File: src/rtl/uart_pkg.sv
// Shared definitions for the configurable UART receiver and its transmitter sibling.
package uart_pkg;

    localparam int PARITY_NONE = 0;
    localparam int PARITY_ODD  = 1;
    localparam int PARITY_EVEN = 2;

    typedef enum logic [2:0] {
        ST_IDLE,
        ST_START,
        ST_DATA,
        ST_PARITY,
        ST_STOP,
        ST_BREAK_WAIT
    } uart_rx_state_t;

    function automatic bit data_bits_ok(input int n);
        return (n >= 5) && (n <= 9);
    endfunction

endpackage

File: src/rtl/uart_bit_sync.sv
// Two-flop synchroniser for a single asynchronous line, with a selectable reset level.
module uart_bit_sync #(
    parameter logic RESET_VAL = 1'b1
) (
    input  logic i_clock,
    input  logic i_rst_n,
    input  logic i_async,
    output logic o_sync
);

    logic meta_q;
    logic sync_q;

    always_ff @(posedge i_clock or negedge i_rst_n) begin
        if (!i_rst_n) begin
            meta_q <= RESET_VAL;
            sync_q <= RESET_VAL;
        end else begin
            meta_q <= i_async;
            sync_q <= meta_q;
        end
    end

    assign o_sync = sync_q;

endmodule

File: src/rtl/uart_receiver_cfg.sv
// UART receiver with configurable data width, parity and stop bits; delivers words on valid/ready.
//
// state         | meaning
// --------------+---------------------------------------------------------------
// ST_IDLE       | line idle, waiting for a low level on rx_s
// ST_START      | timing to mid start bit, rejecting glitches
// ST_DATA       | sampling DATA_BITS bits mid-bit, LSB first
// ST_PARITY     | sampling the parity bit
// ST_STOP       | sampling STOP_BITS stop bits, commit on the last one
// ST_BREAK_WAIT | last stop bit was low; wait for the line to return high
module uart_receiver_cfg
    import uart_pkg::*;
#(
    parameter int CLKS_PER_BIT = 87,
    parameter int DATA_BITS    = 8,
    parameter int PARITY       = 0,
    parameter int STOP_BITS    = 1
) (
    input  logic                 i_clock,
    input  logic                 i_rst_n,
    input  logic                 i_RX_Serial,
    output logic [DATA_BITS-1:0] o_RX_Byte,
    output logic                 o_RX_Valid,
    input  logic                 i_RX_Ready,
    output logic                 o_Parity_Err,
    output logic                 o_Frame_Err,
    output logic                 o_Overrun,
    output logic                 o_RX_Busy
);

    if (CLKS_PER_BIT < 4) begin : g_chk_cpb
        $error("uart_receiver_cfg: CLKS_PER_BIT must be >= 4");
    end
    if (!data_bits_ok(DATA_BITS)) begin : g_chk_db
        $error("uart_receiver_cfg: DATA_BITS must be 5..9");
    end
    if ((PARITY != PARITY_NONE) && (PARITY != PARITY_ODD) && (PARITY != PARITY_EVEN)) begin : g_chk_par
        $error("uart_receiver_cfg: PARITY must be 0, 1 or 2");
    end
    if ((STOP_BITS != 1) && (STOP_BITS != 2)) begin : g_chk_stop
        $error("uart_receiver_cfg: STOP_BITS must be 1 or 2");
    end

    localparam int CNT_W = $clog2(CLKS_PER_BIT);
    localparam logic [CNT_W-1:0] CNT_HALF = CNT_W'((CLKS_PER_BIT - 1) / 2);
    localparam logic [CNT_W-1:0] CNT_LAST = CNT_W'(CLKS_PER_BIT - 1);
    localparam logic [3:0] IDX_LAST_DATA  = 4'(DATA_BITS - 1);
    localparam logic [3:0] IDX_LAST_STOP  = 4'(STOP_BITS - 1);

    logic rx_s;

    uart_bit_sync #(.RESET_VAL(1'b1)) u_sync (
        .i_clock (i_clock),
        .i_rst_n (i_rst_n),
        .i_async (i_RX_Serial),
        .o_sync  (rx_s)
    );

    uart_rx_state_t       state_q, state_d;
    logic [CNT_W-1:0]     cnt_q, cnt_d;
    logic [3:0]           idx_q, idx_d;
    logic [DATA_BITS-1:0] shift_q, shift_d;
    logic                 pend_par_q, pend_par_d;
    logic                 pend_frm_q, pend_frm_d;
    logic [DATA_BITS-1:0] rx_byte_q, rx_byte_d;
    logic                 rx_valid_q, rx_valid_d;
    logic                 parity_err_q, parity_err_d;
    logic                 frame_err_q, frame_err_d;
    logic                 overrun_q, overrun_d;
    logic                 commit;
    logic                 bit_done;
    logic                 exp_par;

    assign bit_done = (cnt_q == CNT_LAST);
    assign exp_par  = (PARITY == PARITY_ODD) ? ~(^shift_q) : (^shift_q);

    always_comb begin
        state_d    = state_q;
        cnt_d      = cnt_q;
        idx_d      = idx_q;
        shift_d    = shift_q;
        pend_par_d = pend_par_q;
        pend_frm_d = pend_frm_q;
        commit     = 1'b0;

        case (state_q)
            ST_IDLE: begin
                if (!rx_s) begin
                    state_d    = ST_START;
                    cnt_d      = '0;
                    idx_d      = '0;
                    pend_par_d = 1'b0;
                    pend_frm_d = 1'b0;
                end
            end
            ST_START: begin
                if (cnt_q == CNT_HALF) begin
                    cnt_d   = '0;
                    state_d = rx_s ? ST_IDLE : ST_DATA;
                end else begin
                    cnt_d = cnt_q + 1'b1;
                end
            end
            ST_DATA: begin
                if (bit_done) begin
                    cnt_d   = '0;
                    shift_d = {rx_s, shift_q[DATA_BITS-1:1]};
                    if (idx_q == IDX_LAST_DATA) begin
                        idx_d   = '0;
                        state_d = (PARITY != PARITY_NONE) ? ST_PARITY : ST_STOP;
                    end else begin
                        idx_d = idx_q + 1'b1;
                    end
                end else begin
                    cnt_d = cnt_q + 1'b1;
                end
            end
            ST_PARITY: begin
                if (bit_done) begin
                    cnt_d   = '0;
                    state_d = ST_STOP;
                    if (rx_s != exp_par) begin
                        pend_par_d = 1'b1;
                    end
                end else begin
                    cnt_d = cnt_q + 1'b1;
                end
            end
            ST_STOP: begin
                if (bit_done) begin
                    cnt_d = '0;
                    if (!rx_s) begin
                        pend_frm_d = 1'b1;
                    end
                    if (idx_q == IDX_LAST_STOP) begin
                        commit  = 1'b1;
                        idx_d   = '0;
                        // Leaving at mid stop bit lets a back-to-back start edge be seen.
                        state_d = rx_s ? ST_IDLE : ST_BREAK_WAIT;
                    end else begin
                        idx_d = idx_q + 1'b1;
                    end
                end else begin
                    cnt_d = cnt_q + 1'b1;
                end
            end
            ST_BREAK_WAIT: begin
                if (rx_s) begin
                    state_d = ST_IDLE;
                end
            end
            default: begin
                state_d = ST_IDLE;
            end
        endcase
    end

    always_comb begin
        rx_byte_d    = rx_byte_q;
        rx_valid_d   = rx_valid_q & ~i_RX_Ready;
        parity_err_d = parity_err_q;
        frame_err_d  = frame_err_q;
        overrun_d    = 1'b0;

        if (commit) begin
            if (!rx_valid_q || i_RX_Ready) begin
                rx_byte_d    = shift_q;
                rx_valid_d   = 1'b1;
                parity_err_d = pend_par_d;
                frame_err_d  = pend_frm_d;
            end else begin
                overrun_d = 1'b1;
            end
        end
    end

    always_ff @(posedge i_clock or negedge i_rst_n) begin
        if (!i_rst_n) begin
            state_q      <= ST_IDLE;
            cnt_q        <= '0;
            idx_q        <= '0;
            shift_q      <= '0;
            pend_par_q   <= 1'b0;
            pend_frm_q   <= 1'b0;
            rx_byte_q    <= '0;
            rx_valid_q   <= 1'b0;
            parity_err_q <= 1'b0;
            frame_err_q  <= 1'b0;
            overrun_q    <= 1'b0;
        end else begin
            state_q      <= state_d;
            cnt_q        <= cnt_d;
            idx_q        <= idx_d;
            shift_q      <= shift_d;
            pend_par_q   <= pend_par_d;
            pend_frm_q   <= pend_frm_d;
            rx_byte_q    <= rx_byte_d;
            rx_valid_q   <= rx_valid_d;
            parity_err_q <= parity_err_d;
            frame_err_q  <= frame_err_d;
            overrun_q    <= overrun_d;
        end
    end

    assign o_RX_Byte    = rx_byte_q;
    assign o_RX_Valid   = rx_valid_q;
    assign o_Parity_Err = parity_err_q;
    assign o_Frame_Err  = frame_err_q;
    assign o_Overrun    = overrun_q;
    assign o_RX_Busy    = (state_q != ST_IDLE);

endmodule

File: config.mk
export PLATFORM = sky130hd
export DESIGN_NAME = uart_receiver_cfg
export DESIGN_NICKNAME = d
export VERILOG_FILES = /design/src/rtl/uart_pkg.sv /design/src/rtl/uart_bit_sync.sv /design/src/rtl/uart_receiver_cfg.sv
export SDC_FILE = /design/constraint.sdc
export NUM_CORES = 1
export LEC_CHECK = 0
export CORE_UTILIZATION = 50
export CTS_CLUSTER_SIZE = 20
export DETAILED_ROUTE_END_ITERATION = 8
export HOLD_SLACK_MARGIN = 0.1
export PLACE_DENSITY = 0.82
export SETUP_SLACK_MARGIN = 0.15
export SYNTH_ARGS = -nofsm -noshare
export SYNTH_HDL_FRONTEND = slang
export SYNTH_SLANG_ARGS = --single-unit
File: constraint.sdc
create_clock -name i_clock -period 2.15 [get_ports i_clock]
set_input_delay 0.645 -clock i_clock [delete_from_list [all_inputs] [get_ports i_clock]]
set_output_delay 0.645 -clock i_clock [all_outputs]
set_load 0.01 [all_outputs]
==> Word-level counts from Yosys, hierarchy flattened <==
Index checks and enable logic that the tools add are counted.
{ "op_classes": {"n_mux": 36, "eq_ne": 17, "reduce_logical": 14, "n_addsub": 2, "n_bitwise": 2} }
{ "op_table": {"columns": ["operator", "n"], "rows": [
  ["$mux 3", 9],
  ["$mux 7", 3],
  ["$pmux 7 s3", 1],
  ["$mux 4", 5],
  ["$pmux 3 s6", 1],
  ["$ne 2x2->1 const B", 7],
  ["$mux 1", 13],
  ["$pmux 4 s3", 1],
  ["$reduce_bool 3->1", 3],
  ["$reduce_and 8->1", 1],
  ["$reduce_xor 8->1", 1],
  ["$add 7x1->7 const B", 1],
  ["$eq 7x6->1 const B", 1],
  ["$eq 7x7->1 const B", 1],
  ["$eq 3x2->1 const B", 2],
  ["$eq 3x3->1 const B", 2],
  ["$reduce_and 2->1", 3],
  ["$add 4x1->4 const B", 1],
  ["$eq 4x3->1 const B", 1],
  ["$logic_not 4->1", 1],
  ["$pmux 1 s2", 2],
  ["$reduce_and 4->1", 1],
  ["$eq 3x1->1 const B", 1],
  ["$logic_not 3->1", 1],
  ["other kinds (8)", 8]
]} }
{ "word_totals": {"inputBits": 4, "regBits": 38, "output_inout_bits": 13, "elab_cells": 84} }

==> Logic depth before layout (Yosys ltp) <==
Gate-level depths: netlist (run 1).
{ "logic_depth": {"word_depth": 5, "ltp_mapped": 8, "mapped_depth_nobuf": 7} }

==> By module <==
A second synthesis (run 1) with hierarchy kept.
{ "hier_totals": {"cells_unflattened": 171, "hier_area_um2": 1971.9} }
{ "by_module_without_submodules": {"columns": ["mod", "area_each_um2", "instances", "cells_each", "seq_area_each_um2"], "rows": [
  ["uart_receiver_cfg", 1919.3, 1, 169, 900.9],
  ["uart_bit_sync", 52.6, 1, 2, 52.6]
]} }

==> Worst setup path before layout (run 1) <==
OpenSTA, ideal clock, no wires.
{ "synth_path": {"path_type": "reg2reg", "startpoint": "register idx_q[0]", "endpoint": "register state_q[2]", "setup_time_ps": 123, "n_path_buf": 0, "stages_incl_launch_ff": 8, "slack_ps": 326, "arrival_ps": 1701, "synth_period_minus_slack_ps": 1824, "required_time_ps": 2027, "path_cell_list": "dfrtp_1 -> inv_1 -> ha_1 -> nor3b_1 -> o22ai_4 -> o21ai_2 -> or3b_1 -> o2bb2ai_1"} }
{ "synth_between": {"elab_chain_cells": 3, "elab_cells_between_ends": 5, "cone_classes": "eq/ne: 3; reduce/logical: 2"} }
{ "synth_lines": {"columns": ["item", "line", "rtl"], "rows": [
  ["start: declaration", "uart_receiver_cfg.sv:61", "logic [3:0] idx_q, idx_d;"],
  ["start signal: assignment", "uart_receiver_cfg.sv:193", "idx_q <= idx_d;"],
  ["$eq 4x3->1 or $logic_not 4->1 (tied branches)", "uart_receiver_cfg.sv:108, uart_receiver_cfg.sv:135", null],
  ["$ne 2x2->1 (no line)", null, null],
  ["$reduce_and 8->1 (no line) *", null, null],
  ["end signal: assignment", "uart_receiver_cfg.sv:191", "state_q <= state_d;"],
  ["end: declaration", "uart_receiver_cfg.sv:59", "uart_rx_state_t state_q, state_d;"]
]} }
Mark *: on every way between the ends. The rest lies on a longest branch, timed or not.
A chain may end at the register's enable or synchronous reset.

==> Worst setup path in the final report (run 1) <==
{ "layout_path": {"startpoint": "register state_q[0]", "endpoint": "register idx_q[3]"} }
{ "layout_between": {"elab_chain_cells": 3, "elab_cells_between_ends": 9, "cone_classes": "eq/ne: 5; mux: 1; reduce/logical: 3"} }
{ "layout_lines": {"columns": ["item", "line", "rtl"], "rows": [
  ["$eq 3x2->1, or another cell as far along", "uart_receiver_cfg.sv:86", "case (state_q)"],
  ["$ne 2x2->1 (no line) or $reduce_bool 3->1 (tied branches)", null, null],
  ["$reduce_and 4->1 (no line)", null, null]
]} }
Parallel ways exist; a longest one is shown, timed or not.

==> results of run 1 <==
flip-flops by register name, summed over array words and instances, names as in the netlist:
signal         flops
state_q            3
u_sync.o_sync      1
o_RX_Valid         1
o_Overrun          1
pend_par_q         1
o_Frame_Err        1
u_sync.meta_q      1
pend_frm_q         1
o_Parity_Err       1
idx_q              4
o_RX_Byte          8
cnt_q              7
shift_q            8
final timing paths:
check / from / end / slack, ns
min reg2reg: u_sync.meta_q$_DFF_PN1_ / u_sync.o_sync$_DFF_PN1_ / 0.36
max in group asynchronous: i_rst_n / u_sync.o_sync$_DFF_PN1_ / 1.40
max: state_q[0]$_DFFE_PN0P_ / idx_q[3]$_DFFE_PN0P_ / 0.19
min in group asynchronous: i_rst_n / idx_q[0]$_DFFE_PN0P_ / 0.39
max reg2reg: state_q[0]$_DFFE_PN0P_ / idx_q[3]$_DFFE_PN0P_ / 0.19
min: u_sync.meta_q$_DFF_PN1_ / u_sync.o_sync$_DFF_PN1_ / 0.36
cell families (layout without fill, tap and decap cells):
group / after synthesis / after routing
AOI/OAI and AO/OA: 27 / 27
and+or+nand+nor: 55 / 55
muxes: 22 / 22
DFF: 38 / 38
adders and majority gates: 4 / 4
xor gates and xnor gates: 7 / 7
buffers and inverters: 12 / 42
per-stage QoR:
stage | total power, mW | hold WS [ns] | area, sq um | utilization (%) | cells
2_1_floorplan | 1.170 | 0.3452 | 1892 | - | 165
3_3_place_gp | 1.281 | 0.3477 | 2138 | 61.65 | 230
3_5_place_dp | 1.312 | 0.3473 | 2138 | 61.65 | 230
4_1_cts | 1.922 | 0.3578 | 2276 | 65.62 | 239
5_1_grt | 2.014 | 0.3640 | 2293 | 66.13 | 241
6_report | 1.912 | 0.3557 | 2293 | 66.13 | 241
per-layer routing:
metal  up-vias  routed length [microns]  GRT usage (%)
met4         0                       91          9.659
met5         -                        0              0
li1        639                        -              -
met3         9                       96          3.804
met1       639                     1569          23.45
met2        22                     1785          34.57
synth_stat cells (all sizes together), types with 3 or more instances:
master and n:
mux2 20, nor2 12, inv 6, dfrtp 36, buf 4, nor3 4, ha 4, nand3 7
a21o 4, nand2b 5, a21oi 3, xnor2 7, a22o 4, o21ai 8, nand2 7
report_power, final:
group	switching [mW]	total [mW]	internal [mW]
clock network	0.252	0.597	0.345
logic	0.295	0.526	0.231
registers	0.0334	0.789	0.756
total	0.581	1.91	1.33
final cells by class:
| type | count | area share [%] |
|---|---|---|
| Sequential cell | 38 | 41.57 |
| Multi-Input combinational cell | 115 | 39.33 |
| Timing Repair Buffer | 28 | 10.64 |
| Clock buffer | 5 | 3.001 |
| Tap cell | 46 | 2.510 |
| Clock inverter | 3 | 1.964 |
| Inverter | 6 | 0.9820 |
repair_timing:
item                       CTS  global route
setup endpoints to repair    2            10
pin swaps                    1             1
buffers inserted             1             2
resized for setup            5             3
placed cells by master, fill, tap and decap left out, types with 5 or more instances in the layout:
| cell type | netlist | final |
|---|---|---|
| nand2b_1 | 5 | 5 |
| dfrtp_1 | 36 | 36 |
| clkbuf_8 | 0 | 5 |
| mux2_2 | 20 | 20 |
| xnor2_1 | 7 | 7 |
| o21ai_0 | 6 | 6 |
| nand3_1 | 7 | 6 |
| nor2_1 | 12 | 12 |
| inv_1 | 6 | 6 |
| buf_4 | 0 | 11 |
| clkdlybuf4s50_1 | 0 | 14 |
| nand2_1 | 7 | 7 |
==> metrics.txt, run 1 <==
Main synth FF type=dfrtp_1; Synth Area in Compound Gates=10.52%; cts hold-fix bufs=0; synthesized instance count=165; drt wl/cell=14.70 microns; Least-Margin Pin Slew=0.5517 ns; routed wire length=3543 microns; data arrival time of the critical path=2.18 ns; LEAKAGE=1.066 nW; Clk Tree Root Cell=clkbuf_8; minimum clock period=1.956 ns; max-cap violations=0; Register Area=953.4 sq um; hold path cells=0; Post-Synth XOR/XNOR Area=3.241%; Final Net Count=202; Post-Syn Nets=173; final setup vio count=0; IO Pins=17; mux share of post-synthesis cell area=12.96%; pre-CTS WS=0.1258 ns; RSZ-0062 raised after global routing=yes; Final ANT Viol Nets=0; Fillers=265; CTS max path bufs=2; area grow syn2layout=21.23%; Rel. slew slack=62.98%; Synth Area in Simple Gates=17.26%; first-pass GRT wire length=6120 microns; Post-synth EDFFs=0; IO buf count=16; CP endpoint kind=flip-flop; Tcrit/Tclk final=90.97%; worst reg2reg path depth=6; Crit Path Max Fanout=10; asr flop ratio synth=100.0%; CP bufs+invs=1; # diodes=0; Setup Crit Path Kind=flip-flop to flip-flop; initial antenna violation count=0; Hold Violations, Final=0; post-synthesis instance area=0.001892 sq mm; max frequency=0.5113 GHz; syn_area_per_cell=11.47 sq um; Worst-path clk slew=0.07 ns; drt initial violations=51; iteration count of the initial detailed-routing pass=4; run status=finished clean; CP Launch Type=flip-flop; top cells by area, synth=dfrtp_1 48%, mux2_2 12%, xnor2_1 3.2%; Synth area leader=dfrtp_1; maximum number of pins on one net before global-route repair=39; Chip Height=63.51 microns; sequential-to-total area share from yosys stat=50.40%; vias in the first global route=1350; CP max stage cell=or4_4; row count=21; via/cell ratio=5.432; CORE AREA=0.003468 sq mm; DRC viols=0; die footprint=0.004034 sq mm; Setup TNS Final=0 ns; peak supply drop=0.0004740 V; Pins Over Slew Limit=0; Power Density=833.8 mW/mm^2; WP depth=6; CTS sink count=38; layout cells sized above 1=27.69%; library cells used by synthesis=42; CTS tree=built; Inserted Clock Buffers=5; Yosys warnings=0; die width=63.51 microns; Largest stage delay, worst path=0.54 ns; Yosys top cell area share=47.62%; total grt overflow=0; total number of vias=1309; Initial Util=54.55%; area of the multi-input gates=902.1 sq um; CP delay by family, top=simple AND/OR/NAND/NOR gates; crit-path cells=buf_4, or3b_4, o22ai_4, o21ai_4, or4_4, nand3_2; hpwl dp=2503 microns; largest family of logic cells by synthesized area=simple AND/OR/NAND/NOR gates; routability cong.=0.8342; clock skew=0.007768 ns; post-synthesis adder-cell area fraction=2.646%; Seq cells post-synth=38; Skew-Pair Late Insertion Delay=0.29 ns; worst min path class=flip-flop to flip-flop; htree depth=2; GRT Total Usage=19.96%; Setup WS post-layout=0.1942 ns; Crit path required time=2.38 ns
Power figures use the tool's default switching activity.
==> inputs of run 2 (changes only) <==
Settings changed: DONT_BUFFER_PORTS set to 1, PLACE_DENSITY 0.82 to 0.76.
==> run 2 against run 1 <==
Critical path depth is 4 lower. Sequential power is 2% higher. Final cell count is 5.8% lower. Non-clock buffer count is 14 lower. Largest power group unchanged.
==> metrics.txt, run 2 (synthesized netlist as in run 1, its figures left out) <==
Final Net Count=188 (was 202); Initial Util=54.55% (unchanged); hpwl dp=2316 microns (was 2503 microns); DRC viols=0 (unchanged); iteration count of the initial detailed-routing pass=4 (unchanged); peak supply drop=0.0007886 V (was 0.0004740 V); first-pass GRT wire length=6023 microns (was 6120 microns); Setup TNS Final=0 ns (unchanged); placed cell areas=0.001968 sq mm (was 0.002138 sq mm); Power Density=953.9 mW/mm^2 (was 833.8 mW/mm^2); final setup vio count=0 (unchanged); CP Launch Type=flip-flop (unchanged); Skew-Pair Late Insertion Delay=0.29 ns (about the same); run status=finished clean (unchanged); # diodes=0 (unchanged); area grow syn2layout=15.94% (was 21.23%); row count=21 (unchanged); LEAKAGE=1.032 nW (was 1.066 nW); CP endpoint kind=output pin (was flip-flop); Fillers=282 (was 265); Chip Height=63.51 microns (unchanged); crit path from=state_q[1]$_DFFE_PN0P_ (was state_q[0]$_DFFE_PN0P_); max frequency=0.5066 GHz (was 0.5113 GHz); Pins Over Slew Limit=0 (unchanged); Tcrit/Tclk final=91.82% (was 90.97%); drt initial violations=99 (was 51); maximum number of pins on one net before global-route repair=37 (was 39); Inserted Clock Buffers=5 (unchanged); Final ANT Viol Nets=0 (unchanged); final core occ=63.24% (was 66.13%); total grt overflow=0 (unchanged); commonest cells after routing, fill and taps aside=35 x dfrtp_1, 20 x mux2_2, 12 x nor2_1, 12 x buf_4 (was 36 x dfrtp_1, 20 x mux2_2, 14 x clkdlybuf4s50_1, 12 x nor2_1, 11 x buf_4); CTS tree=built (unchanged); layout cells sized above 1=30.94% (was 27.69%); initial antenna violation count=0 (unchanged); Crit path required time=1.50 ns (was 2.38 ns); die footprint=0.004034 sq mm (unchanged); Rel. slew slack=63.89% (was 62.98%); drt wl/cell=15.99 microns (was 14.70 microns); total number of vias=1259 (was 1309); Setup Crit Path Kind=flip-flop to output pin (was flip-flop to flip-flop); commonest non-fill, non-tap cell in the layout=dfrtp_1 (unchanged); Crit Reg-Reg Startpoint=cnt_q[0]$_DFFE_PN0P_ (was state_q[0]$_DFFE_PN0P_); CTS max path bufs=2 (unchanged); Hold Violations, Final=0 (unchanged); IO Pins=17 (unchanged); final instance area=0.002193 sq mm (was 0.002293 sq mm); routed wire length=3630 microns (was 3543 microns); Least-Margin Pin Slew=0.5381 ns (was 0.5517 ns); IO buf count=0 (was 16); GRT Total Usage=20.09% (was 19.96%); vias in the first global route=1288 (was 1350); Worst-path clk slew=0.07 ns (about the same); RSZ-0062 raised after global routing=yes (unchanged); Clk Tree Root Cell=clkbuf_8 (unchanged); clock skew=0.003847 ns (was 0.007768 ns); die width=63.51 microns (unchanged); max-cap violations=0 (unchanged); data arrival time of the critical path=1.33 ns (was 2.18 ns); CTS sink count=38 (unchanged); minimum clock period=1.974 ns (was 1.956 ns); CORE AREA=0.003468 sq mm (unchanged); worst min path class=input port to asynchronous set/reset pin (was flip-flop to flip-flop); Crit Path Max Fanout=11 (was 10); routability cong.=0.8659 (was 0.8342); via/cell ratio=5.546 (was 5.432); htree depth=2 (unchanged)
## run 2: cell count changes in the layout (fill, tap and decap cells not counted), sizes merged
cell           change
clkinvlp           -2
bufinv             +1
clkdlybuf4s50     -14
buf                +1
## run 2: worst max-delay path, cell delays in order, from the launching register on
cell and delay, ns:
dfrtp_1 0.41, buf_4 0.18, or3_1 0.44
## run 2: area by class of cell
type                            count  area [sq um]  area share (%)
Timing Repair Buffer               14         121.4           5.533
Clock inverter                      2         60.06           2.738
Inverter                            6         22.52           1.027
Clock buffer                        6         82.58           3.765
Sequential cell                    38         954.7           43.53
Multi-Input combinational cell    115         894.6           40.79
Tap cell                           46         57.56           2.624
## run 2: power breakdown
part / total, mW / internal (mW) / switching, mW
logic: 0.550 / 0.257 / 0.293
registers: 0.802 / 0.757 / 0.0447
clock network: 0.740 / 0.495 / 0.245
total: 2.09 / 1.51 / 0.584
## run 2: final timing paths
| check | endpoint | cells past startpoint | slack [ns] |
|---|---|---|---|
| worst max register to register | idx_q[3]$_DFFE_PN0P_ | 7 | 0.22 |
| min in group i_clock | u_sync.meta_q$_DFF_PN1_ | 0 | 0.35 |
| max in group asynchronous | state_q[2]$_DFFE_PN0P_ | 1 | 1.78 |
| worst min-delay path | o_RX_Valid$_DFF_PN0_ | 1 | 0.18 |
| worst max-delay path | o_RX_Busy | 2 | 0.18 |
| worst min register to register | u_sync.o_sync$_DFF_PN1_ | 0 | 0.36 |
## run 2: metrics by stage
stage          std cells  power (mW)  hold slack [ns]  setup slack, ns
5_1_grt              227       2.203           0.1704           0.1358
2_1_floorplan        165       1.170           0.3452           0.3265
3_5_place_dp         212       1.262           0.3504           0.1684
6_report             227       2.092           0.1848           0.1759
4_1_cts              222       2.035           0.1849           0.1771
3_3_place_gp         212       1.236           0.3466           0.2805
## run 2: metal layers
layer	vias to the layer above	wire [microns]	track usage, %
met4	0	65	9.943
met3	6	143	6.522
met2	24	1810	31.38
met1	616	1609	24.77
li1	613	-	-
met5	-	0	0
## run 2: timing repair
action	in CTS	in global routing
buffers inserted	1	5
hold endpoints to repair	36	0
hold buffers	1	0
resized for setup	0	6
endpoints found under the setup margin	1	12
pin swaps	0	2
==> inputs of run 3 (changes only) <==
Settings changed: GPL_TIMING_DRIVEN set to 0.
Clock period 2.15 ns to 2.5 ns, I/O delays scaled along.
==> run 3 against run 2 <==
Clock skew rose by 0.0050 ns. Sequential power is 15% lower. Largest power group unchanged. Critical path depth stayed put. Flip-flop and latch count stayed put. Highest routed layer unchanged. First-iteration DRC count fell by 33%. Final cell count is 3.5% lower.
==> metrics.txt, run 3 (synthesized netlist as in run 1, its figures left out) <==
run status=finished clean (unchanged); Tcrit/Tclk final=85.62%; Setup TNS Final=0 ns (unchanged); iteration count of the initial detailed-routing pass=4 (unchanged); Resize count post-CTS=0 (unchanged); total number of vias=1229 (was 1259); first-pass GRT wire length=5623 microns (was 6023 microns); drt initial violations=66 (was 99); peak supply drop=0.0006042 V (was 0.0007886 V); Inserted Clock Buffers=5 (unchanged); GRT Total Usage=17.89% (was 20.09%); routed wire length=3265 microns (was 3630 microns); CORE AREA=0.003468 sq mm (unchanged); CP endpoint kind=output pin (unchanged); Chip Height=63.51 microns (unchanged); Clk Tree Root Cell=clkbuf_8 (unchanged); worst reg2reg path depth=7 (unchanged); Initial Util=54.55% (unchanged); LEAKAGE=0.9538 nW (was 1.032 nW); DRC viols=0 (unchanged); Hold Violations, Final=0 (unchanged); cts hold-fix bufs=0 (was 1); post-CTS setup buffers=0 (was 1); CTS sink count=38 (unchanged); CP Launch Type=flip-flop (unchanged); drt wl/cell=14.91 microns (was 15.99 microns); Final ANT Viol Nets=0 (unchanged); worst min path class=input port to asynchronous set/reset pin (unchanged); total grt overflow=0 (unchanged); Fillers=282 (unchanged); placed cell areas=0.001949 sq mm (was 0.001968 sq mm); commonest cells after routing, fill and taps aside=36 x dfrtp_1, 20 x mux2_2, 12 x nor2_1 (was 35 x dfrtp_1, 20 x mux2_2, 12 x nor2_1, 12 x buf_4); die footprint=0.004034 sq mm (unchanged); maximum number of pins on one net before global-route repair=39 (was 37); vias in the first global route=1250 (was 1288); commonest non-fill, non-tap cell in the layout=dfrtp_1 (unchanged); IO Pins=17 (unchanged); Crit Path Max Fanout=10 (was 11); data arrival time of the critical path=1.39 ns (was 1.33 ns); Pins Over Slew Limit=0 (unchanged); CTS max path bufs=2 (unchanged); layout cells sized above 1=22.54% (was 30.94%); htree depth=2 (unchanged); via/cell ratio=5.612 (was 5.546); row count=21 (unchanged); Least-Margin Pin Slew=0.6498 ns (was 0.5381 ns); CTS tree=built (unchanged); Worst-path clk slew=0.07 ns (about the same); Setup WS post-layout=0.3596 ns (was 0.1759 ns); max frequency=0.4672 GHz; Final Net Count=180 (was 188); Power Density=736.4 mW/mm^2 (was 953.9 mW/mm^2); Rel. slew slack=56.35% (was 63.89%); Setup Crit Path Kind=flip-flop to output pin (unchanged); final setup vio count=0 (unchanged); # diodes=0 (unchanged); IO buf count=0 (unchanged); hpwl dp=2357 microns (was 2316 microns); pre-CTS WS=0.4283 ns (was 0.1684 ns); RSZ-0062 raised after global routing=no (was yes); final instance area=0.002039 sq mm (was 0.002193 sq mm); area grow syn2layout=7.804% (was 15.94%); Crit path required time=1.75 ns (was 1.50 ns); clock skew=0.008813 ns (was 0.003847 ns); PnR Total Power=1.502 mW (was 2.092 mW); Skew-Pair Late Insertion Delay=0.28 ns (was 0.29 ns); initial antenna violation count=0 (unchanged); r2r setup slk=0.43 ns (was 0.22 ns); routability cong.=0.8647 (was 0.8659); minimum clock period=2.140 ns; max-cap violations=0 (unchanged); die width=63.51 microns (unchanged)
## run 3: changes by cell type in the layout (fill, tap and decap cells not counted), sizes merged
cell	change
bufinv	-2
clkbuf	+4
buf	-10
## run 3: per-stage QoR
stage                     cells  hold slack (ns)  util [%]
after floorplan             165           0.3452         -
after global placement      211           0.3458     56.20
after detailed placement    211           0.3493     56.20
after CTS                   219           0.1524     58.80
after global routing        219           0.1395     58.80
final                       219           0.1578     58.80
## run 3: worst paths after layout
path                                               from                      end
worst max-delay path             state_q[1]$_DFFE_PN0P_                o_RX_Busy
worst min-delay path                            i_rst_n     idx_q[0]$_DFFE_PN0P_
worst max register to register     idx_q[0]$_DFFE_PN0P_   state_q[2]$_DFFE_PN0P_
worst min register to register  u_sync.meta_q$_DFF_PN1_  u_sync.o_sync$_DFF_PN1_
max in group asynchronous                       i_rst_n  u_sync.meta_q$_DFF_PN1_
min in group i_clock            u_sync.meta_q$_DFF_PN1_  u_sync.o_sync$_DFF_PN1_
## run 3: power by group
part | switching (mW) | total [mW] | leakage [nW] | internal (mW)
registers | 0.0289 | 0.679 | 0.518 | 0.650
logic | 0.239 | 0.404 | 0.391 | 0.165
clock network | 0.194 | 0.419 | 0.0455 | 0.225
total | 0.462 | 1.50 | 0.954 | 1.04
## run 3: routing by layer
metal	wire length [microns]	vias up	global-route usage (%)
met4	12	0	4.261
met3	115	2	4.710
met5	0	-	0
li1	-	595	-
met1	1500	615	22.95
met2	1637	17	29.92
## run 3: area by class of cell
cell class | instances | area (sq um) | area share (%)
Tap cell | 46 | 57.56 | 2.822
Buffer | 6 | 33.78 | 1.656
Sequential cell | 38 | 953.4 | 46.75
Multi-Input combinational cell | 115 | 882.1 | 43.25
Inverter | 6 | 22.52 | 1.104
Clock buffer | 8 | 90.09 | 4.417
## run 3: worst max-delay path: stages (launching register included)
cell      delay (ns)
dfrtp_1         0.41
clkbuf_1        0.22
or3_1           0.48
